--- config.mk ---
export PLATFORM = sky130hd
export DESIGN_NAME = aquarium_monitor_ctrl
export DESIGN_NICKNAME = d
export VERILOG_FILES = /design/src/rtl/aquarium_monitor_ctrl.sv
export SDC_FILE = /design/constraint.sdc
export NUM_CORES = 1
export LEC_CHECK = 0
export BUFFER_PORTS_ARGS = -buffer_cell sky130_fd_sc_hd__buf_2
export CAP_MARGIN = 20
export CORE_MARGIN = 4
export CORE_UTILIZATION = 56
export DETAILED_ROUTE_END_ITERATION = 7
export MAX_ROUTING_LAYER = met4
export PLACE_DENSITY = 0.8
export SLEW_MARGIN = 10
export SYNTH_ARGS = -nofsm -noshare
export SYNTH_HDL_FRONTEND = slang
export SYNTH_SLANG_ARGS = --single-unit
--- constraint.sdc ---
create_clock -name CLK -period 2.45 [get_ports CLK]
set_input_delay 0.735 -clock CLK [delete_from_list [all_inputs] [get_ports CLK]]
set_output_delay 0.735 -clock CLK [all_outputs]
set_load 0.05 [all_outputs]
--- src/rtl/aquarium_monitor_ctrl.sv ---
// Aquarium monitor: sensor register file with saturating updates, range-error flags,
// and an IDLE/SCAN/ERROR display sequencer driving a registered one-hot mode select.
module aquarium_monitor_ctrl #(
   parameter int unsigned DWELL       = 8,
   parameter int unsigned TEMP_MIN    = 22,
   parameter int unsigned TEMP_MAX    = 28,
   parameter int unsigned SALT_MAX    = 40,
   parameter int unsigned CLEAN_MIN   = 50,
   parameter int unsigned FOOD_MIN    = 10,
   parameter int unsigned FEED_AMOUNT = 5
) (
   input  logic       CLK,
   input  logic       reset,
   // Sample handshake: a sample transfers on a rising edge where smp_valid && smp_ready.
   // smp_ready drops whenever feed is high, so a held sample simply waits.
   input  logic       smp_valid,
   output logic       smp_ready,
   input  logic [2:0] smp_chan,
   input  logic [7:0] smp_data,
   input  logic       feed,
   input  logic       err_ack,
   output logic [7:0] fish_count,
   output logic [7:0] cleanliness,
   output logic [7:0] temperature,
   output logic [7:0] food_storage,
   output logic [7:0] saltiness,
   output logic [4:0] mode_sel,
   output logic [3:0] err_flags,
   output logic       update,
   output logic [1:0] fsm_state
);

   typedef enum logic [1:0] {IDLE = 2'd0, SCAN = 2'd1, ERROR = 2'd2} state_t;

   localparam logic [7:0] TMIN   = 8'(TEMP_MIN);
   localparam logic [7:0] TMAX   = 8'(TEMP_MAX);
   localparam logic [7:0] SMAX   = 8'(SALT_MAX);
   localparam logic [7:0] CMIN   = 8'(CLEAN_MIN);
   localparam logic [7:0] FMIN   = 8'(FOOD_MIN);
   localparam logic [7:0] FEED   = 8'(FEED_AMOUNT);
   localparam logic [7:0] DW_END = 8'(DWELL - 1);

   logic [7:0] fish_q, fish_d, clean_q, clean_d, temp_q, temp_d;
   logic [7:0] food_q, food_d, salt_q, salt_d;
   logic [3:0] seen_q, seen_d, err_q, err_d;
   logic       update_q, update_d;
   state_t     state_q, state_d;
   logic [4:0] mode_q, mode_d;
   logic [7:0] dwell_q, dwell_d;
   logic [8:0] fish_sum;
   logic       accept;

   assign smp_ready = ~feed;
   assign accept    = smp_valid & ~feed;
   assign fish_sum  = {1'b0, fish_q} + {1'b0, smp_data};

   // Seen bits share the err_flags bit order: temp, salt, clean, food.
   always_comb begin
      fish_d   = fish_q;
      clean_d  = clean_q;
      temp_d   = temp_q;
      food_d   = food_q;
      salt_d   = salt_q;
      seen_d   = seen_q;
      update_d = 1'b0;
      if (accept) begin
         case (smp_chan)
            3'd0: begin fish_d = fish_sum[8] ? 8'hFF : fish_sum[7:0]; update_d = 1'b1; end
            3'd1: begin fish_d = (fish_q >= smp_data) ? fish_q - smp_data : 8'd0; update_d = 1'b1; end
            3'd2: begin clean_d = smp_data; seen_d[2] = 1'b1; update_d = 1'b1; end
            3'd3: begin temp_d  = smp_data; seen_d[0] = 1'b1; update_d = 1'b1; end
            3'd4: begin food_d  = smp_data; seen_d[3] = 1'b1; update_d = 1'b1; end
            3'd5: begin salt_d  = smp_data; seen_d[1] = 1'b1; update_d = 1'b1; end
            default: ;
         endcase
      end
      if (feed) begin
         food_d   = (food_q >= FEED) ? food_q - FEED : 8'd0;
         update_d = 1'b1;
      end
      err_d[0] = seen_q[0] & ((temp_q < TMIN) | (temp_q > TMAX));
      err_d[1] = seen_q[1] & (salt_q > SMAX);
      err_d[2] = seen_q[2] & (clean_q < CMIN);
      err_d[3] = seen_q[3] & (food_q < FMIN);
   end

   always_comb begin
      state_d = state_q;
      mode_d  = mode_q;
      dwell_d = dwell_q;
      case (state_q)
         IDLE: begin
            mode_d  = 5'b00000;
            dwell_d = 8'd0;
            if (|err_q) begin
               state_d = ERROR;
               mode_d  = 5'b11111;
            end else if (accept | feed) begin
               state_d = SCAN;
               mode_d  = 5'b00001;
            end
         end
         SCAN: begin
            if (|err_q) begin
               state_d = ERROR;
               mode_d  = 5'b11111;
               dwell_d = 8'd0;
            end else if (dwell_q == DW_END) begin
               dwell_d = 8'd0;
               mode_d  = {mode_q[3:0], mode_q[4]};
            end else begin
               dwell_d = dwell_q + 8'd1;
            end
         end
         ERROR: begin
            mode_d  = 5'b11111;
            dwell_d = 8'd0;
            if (err_ack && (err_q == 4'd0)) begin
               state_d = SCAN;
               mode_d  = 5'b00001;
            end
         end
         default: begin
            state_d = IDLE;
            mode_d  = 5'b00000;
            dwell_d = 8'd0;
         end
      endcase
   end

   always_ff @(posedge CLK or negedge reset) begin
      if (!reset) begin
         fish_q   <= 8'd0;
         clean_q  <= 8'd0;
         temp_q   <= 8'd0;
         food_q   <= 8'd0;
         salt_q   <= 8'd0;
         seen_q   <= 4'd0;
         err_q    <= 4'd0;
         update_q <= 1'b0;
         state_q  <= IDLE;
         mode_q   <= 5'b00000;
         dwell_q  <= 8'd0;
      end else begin
         fish_q   <= fish_d;
         clean_q  <= clean_d;
         temp_q   <= temp_d;
         food_q   <= food_d;
         salt_q   <= salt_d;
         seen_q   <= seen_d;
         err_q    <= err_d;
         update_q <= update_d;
         state_q  <= state_d;
         mode_q   <= mode_d;
         dwell_q  <= dwell_d;
      end
   end

   assign fish_count   = fish_q;
   assign cleanliness  = clean_q;
   assign temperature  = temp_q;
   assign food_storage = food_q;
   assign saltiness    = salt_q;
   assign err_flags    = err_q;
   assign update       = update_q;
   assign mode_sel     = mode_q;
   assign fsm_state    = state_q;

endmodule

After elaboration in Yosys (flattened, before gate mapping)
Cells that the tools add are included.

cells by class
  muxes and demuxes = 24
  $add $sub $neg = 4
  bitwise logic cells = 8
  order comparisons = 7
  reductions and logical operators = 16
  equal/unequal tests = 12

operator list
  cell                 count
  $mux 8               9
  $mux 5               4
  $pmux 8 s2           1
  $pmux 5 s3           1
  $reduce_and 2->1     6
  $add 8x8->9          1
  $add 8x1->8 const B  1
  $eq 8x3->1 const B   1
  $ge 8x3->1 const B   1
  $ge 8x8->1           1
  $gt 8x5->1 const B   1
  $gt 8x6->1 const B   1
  $lt 8x4->1 const B   1
  $lt 8x5->1 const B   1
  $lt 8x6->1 const B   1
  $mux 2               4
  $sub 8x3->8 const B  1
  $sub 8x8->8          1
  $eq 3x2->1 const B   2
  $eq 3x3->1 const B   2
  $ne 3x3->1 const B   2
  $pmux 2 s3           1
  $reduce_bool 2->1    3
  $reduce_or 6->1      1
  other kinds (14)     23

word-level totals
  register bits after elaboration = 64

Logic depth before layout (Yosys ltp)
  depth after elaboration = 6
  mapped depth = 10
  depth with buffers taken out = 10

Worst setup path before layout
Ideal clock, no wire load.

  path kind = input port to flip-flop
  start = in smp_data[0]
  end = reg fish_q[5] (netlist: fish_count[5])
  stages on the path = 7
  required time = 2.324 ns
  setup slack = -0.021 ns
  arrival time = 2.345 ns
  path through = ha_1 > fa_1 > a221oi_4 > o31ai_4 > a21oi_4 > nand2_2 > o32a_1

on the way
  word-level cells in the longest chain between the ends = 3

RTL lines
  element                              RTL line  source
  start: declaration                   19        input logic [7:0] smp_data,
  $sub 8x8->8 (tied with other cells)  69        3'd1: begin fish_d = (fish_q >= smp_data) ? fish_q - smp_data : 8'd0; update_d = 1'b1; end
  $mux 8 (on tied branches)            69, 68
  $pmux 8 s2 (*)                       67        case (smp_chan)
  end signal: assignment               145       fish_q <= fish_d;
  end: declaration                     43        logic [7:0] fish_q, fish_d, clean_q, clean_d, temp_q, temp_d;

Every way passes the cells marked *; elsewhere a longest branch is shown, timed or not.
A chain may end at the register's enable or synchronous reset.

Worst setup path in the final report
  start = reg fish_q[0] (netlist: fish_count[0])
  end = reg fish_q[5] (netlist: fish_count[5])

on the way
  word-level cells in the longest chain between the ends = 3

RTL lines
  element                              RTL line
  $sub 8x8->8 (tied with other cells)  69
  $mux 8 (on tied branches)            69, 68
  $pmux 8 s2 (*)                       67

Marked as above.

==> impl_results.md <==
* Die Ht at between 80 and 90 µm
* Worst Reg2Reg Path Length in Cells at 10
* Routed wire per std cell at 16.65 µm
* Number of global-route vias before repair at ~3100
* Final worst slack at between 0.1 and 0.15 ns
* VDD IR max at around 0.94 mV
* Crit end category: register
* Post-synth top cells: 64 x dfrtp_1, 39 x nor2_1, 31 x o21ai_0, 28 x nand2_1, 27 x a21oi_1
* Synthesized cell area at approximately 3700 µm²
* Initial core utilization at between 50% and 60%
* Setup violators final at 0
* Max Slew Vio Count at 0
* Max-Cap Viols at 0
* Ys flop type: dfrtp_1
* PwrDens at approximately 1200 nW/µm²
* Diodes inserted at 0
* Data required time of the worst path at around 2.7 ns
* Largest buffer count on any clock path at 2
* CP Cell Sequence: inv_1, ha_1, inv_1, fa_1, nand3_2, and3_1, o221a_4, nor2_4, and3b_1, o32a_1
* Setup Skew at around 0.015 ns
* Reg2reg start: fish_count[0]
* Leading cell type by number of instances after synthesis: dfrtp_1
* CTS Sinks at between 60 and 70
* Clock Latency Late Sink at 0.35 ns
* Synthesized area per cell at 9.701 µm²
* Slew @ Worst Pin at a little over 0.5 ns
* GPL Wtd Cong at between 0.9 and 1
* CP peak stage delay at about 0.41 ns
* Port Buffers at between 60 and 70
* Fin nets at approximately 540
* Rows at 29
* Post-Layout Cell Count at 581
* Max_slew headroom at about two thirds
* Synth warn at 0
* Num CTS Buffers at 9
* Final Hold Viols at 0
* H-tree depth at 3
* Slowest-stage cell, CP: dfrtp_1
* Crit Path Max Fanout at 5
* Final global-route overflow total at 0
* Largest cells by area after synthesis: dfrtp_1 43%, ha_1 6.4%, o21ai_0 4.2%
* CTS tree: yes
* Largest net degree at the start of global routing at between 60 and 70
* Vias after detailed routing at between 3000 and 4000
* # placed instances at around 560
* Total Power at 5.371 mW
* Die area at between 7000 and 8000 µm²
* Detail Placement HPWL at 7140 µm
* Pre-CTS WS at -0.2466 ns
* Post-route design area at 4666 µm²
* # IOs at 69
* First-pass GRT wire length at ~16000 µm
* Crit Path Class: register to register
* CP most frequent cell: inv_1
* CTS Hold Bufs at 0
* Netlist cell types at between 60 and 70
* Crit path launch type: register
* Hold Path Class: primary input to asynchronous set/reset pin
* #FFs+latches synth at 64
* Gr usage total at a little over a quarter
* Syn Nets at around 420
* FFs w/ async S/R, synth at 100.0%
* EDFF count, synth at 0
* RSZ-0062 raised after global routing: false
* Post-synth top area share at a little over two fifths
* Status: finished, final reports clean
* Synthesis-to-finish area growth at 26.24%
* Largest area contributor in the netlist: dfrtp_1
* DRC Markers at 0
* Register area share after synthesis at 43.33%
* Initial antenna violation count at 0
* Final worst path period need at ~2.3 ns
* WL final at between 9000 and 10000 µm
* Post-Place Cell Area at roughly 4500 µm²
* Starting DRT DRC Count at about 290
* Arrival @ worst endpoint at between 2 and 3 ns
* Die Wd at 89.24 µm
* Reg clk slew, reported paths at 0.08 ns
* Worst setup startpoint: fish_count[0]
* CTS Root Cell: clkbuf_8
* Post-synthesis instance total at roughly 380
* Final period utilization at a little over nine tenths
* ANT nets after route at 0
* Vias per cell at about 5.6
* Static Leak at 2.186 nW
* Maximum clock rate at roughly 430 MHz
* Share of cells above drive strength 1 at about a third
* DRT Pass-1 Iters at 4
* Hold_ws at ~0.38 ns
* Area of the core at 6386 µm²
## power by group
| group | switching, mW | internal (mW) |
|---|---|---|
| Sequential | 0.269 | 1.29 |
| Combinational | 1.84 | 1.04 |
| Clock | 0.432 | 0.496 |
| Total | 2.54 | 2.83 |
## cells by family (layout without fill, tap and decap cells)
| family | count (synthesis) | in the layout | share of synthesized area [%] |
|---|---|---|---|
| DFF | 64 | 64 | 43.33 |
| muxes | 11 | 11 | 3.318 |
| buffers and inverters | 39 | 162 | 4.875 |
| and+or+nand+nor | 126 | 126 | 17.37 |
| adders and majority gates | 21 | 21 | 7.515 |
| AOI/OAI and AO/OA | 107 | 107 | 20.51 |
| xor gates and xnor gates | 13 | 13 | 3.081 |
## path summary, 6_finish.rpt
path                                 end  slack, ns
max in group asynchronous    mode_sel[0]       1.78
setup / recovery           fish_count[5]       0.11
hold / removal                dwell_q[7]       0.38
min in group CLK               seen_q[1]       0.47
setup reg to reg           fish_count[5]       0.11
hold reg to reg                seen_q[1]       0.47
## layer usage
metal  vias up  track usage (%)  share of wire [%]
met5         -                -                  0
met4         0            6.766                1.1
met3        12            4.240                6.3
li1       1594                -                  -
met2       106            44.01                 49
met1      1570            36.07                 43
## critical path: cells and delay by family (launching register included)
| family | cells | cell delay (ns) |
|---|---|---|
| buffers and inverters | 2 | 0.17 |
| adders and majority gates | 2 | 0.58 |
| AOI/OAI and AO/OA | 2 | 0.55 |
| DFF | 1 | 0.41 |
| and+or+nand+nor | 4 | 0.52 |
## what timing repair did
action	in CTS	in global routing
resized for setup	0	1
buffers inserted	0	1
endpoints found under the setup margin	0	1
## placed cells by master (no fill, tap or decap), types with 3 or more instances in the layout
master and instances:
a21boi_0 3, a21o_1 8, a21oi_1 27, a22o_1 3, and3_1 4, buf_2 68, buf_4 52, clkbuf_8 10
clkinv_2 3, dfrtp_1 64, ha_1 19, inv_1 22, mux2_2 10, nand2_1 28, nand2b_1 6, nand3_1 9
nand4_1 4, nor2_1 39, nor2b_1 3, nor3_1 12, o21a_1 3, o21ai_0 31, o22ai_1 3, xnor2_1 7
xor2_1 6
## layout make-up
class	count	area, µm²
clock buffer	11	141.4
clock inverter	5	56.30
fill	465	1720
inverter	25	97.59
multi-input combinational	278	1922
sequential	64	1602
tap	77	96.34
timing repair buffer	121	750.7
## flip-flops by register name (all words and copies together), names as in the netlist
register and flops:
cleanliness 8, dwell_q 8, err_flags 4, fish_count 8, food_storage 8, fsm_state 2
mode_sel 5, saltiness 8, seen_q 4, temperature 8, update 1
## metrics by stage
step / TNS (ns) / utilization, %
floorplan: 0 / -
global placement: -1.199 / 69.85
detailed placement: -1.539 / 69.85
CTS: 0 / 72.94
global route: 0 / 73.06
finish: 0 / 73.06
Note: power is estimated with default switching activity, not from simulation.
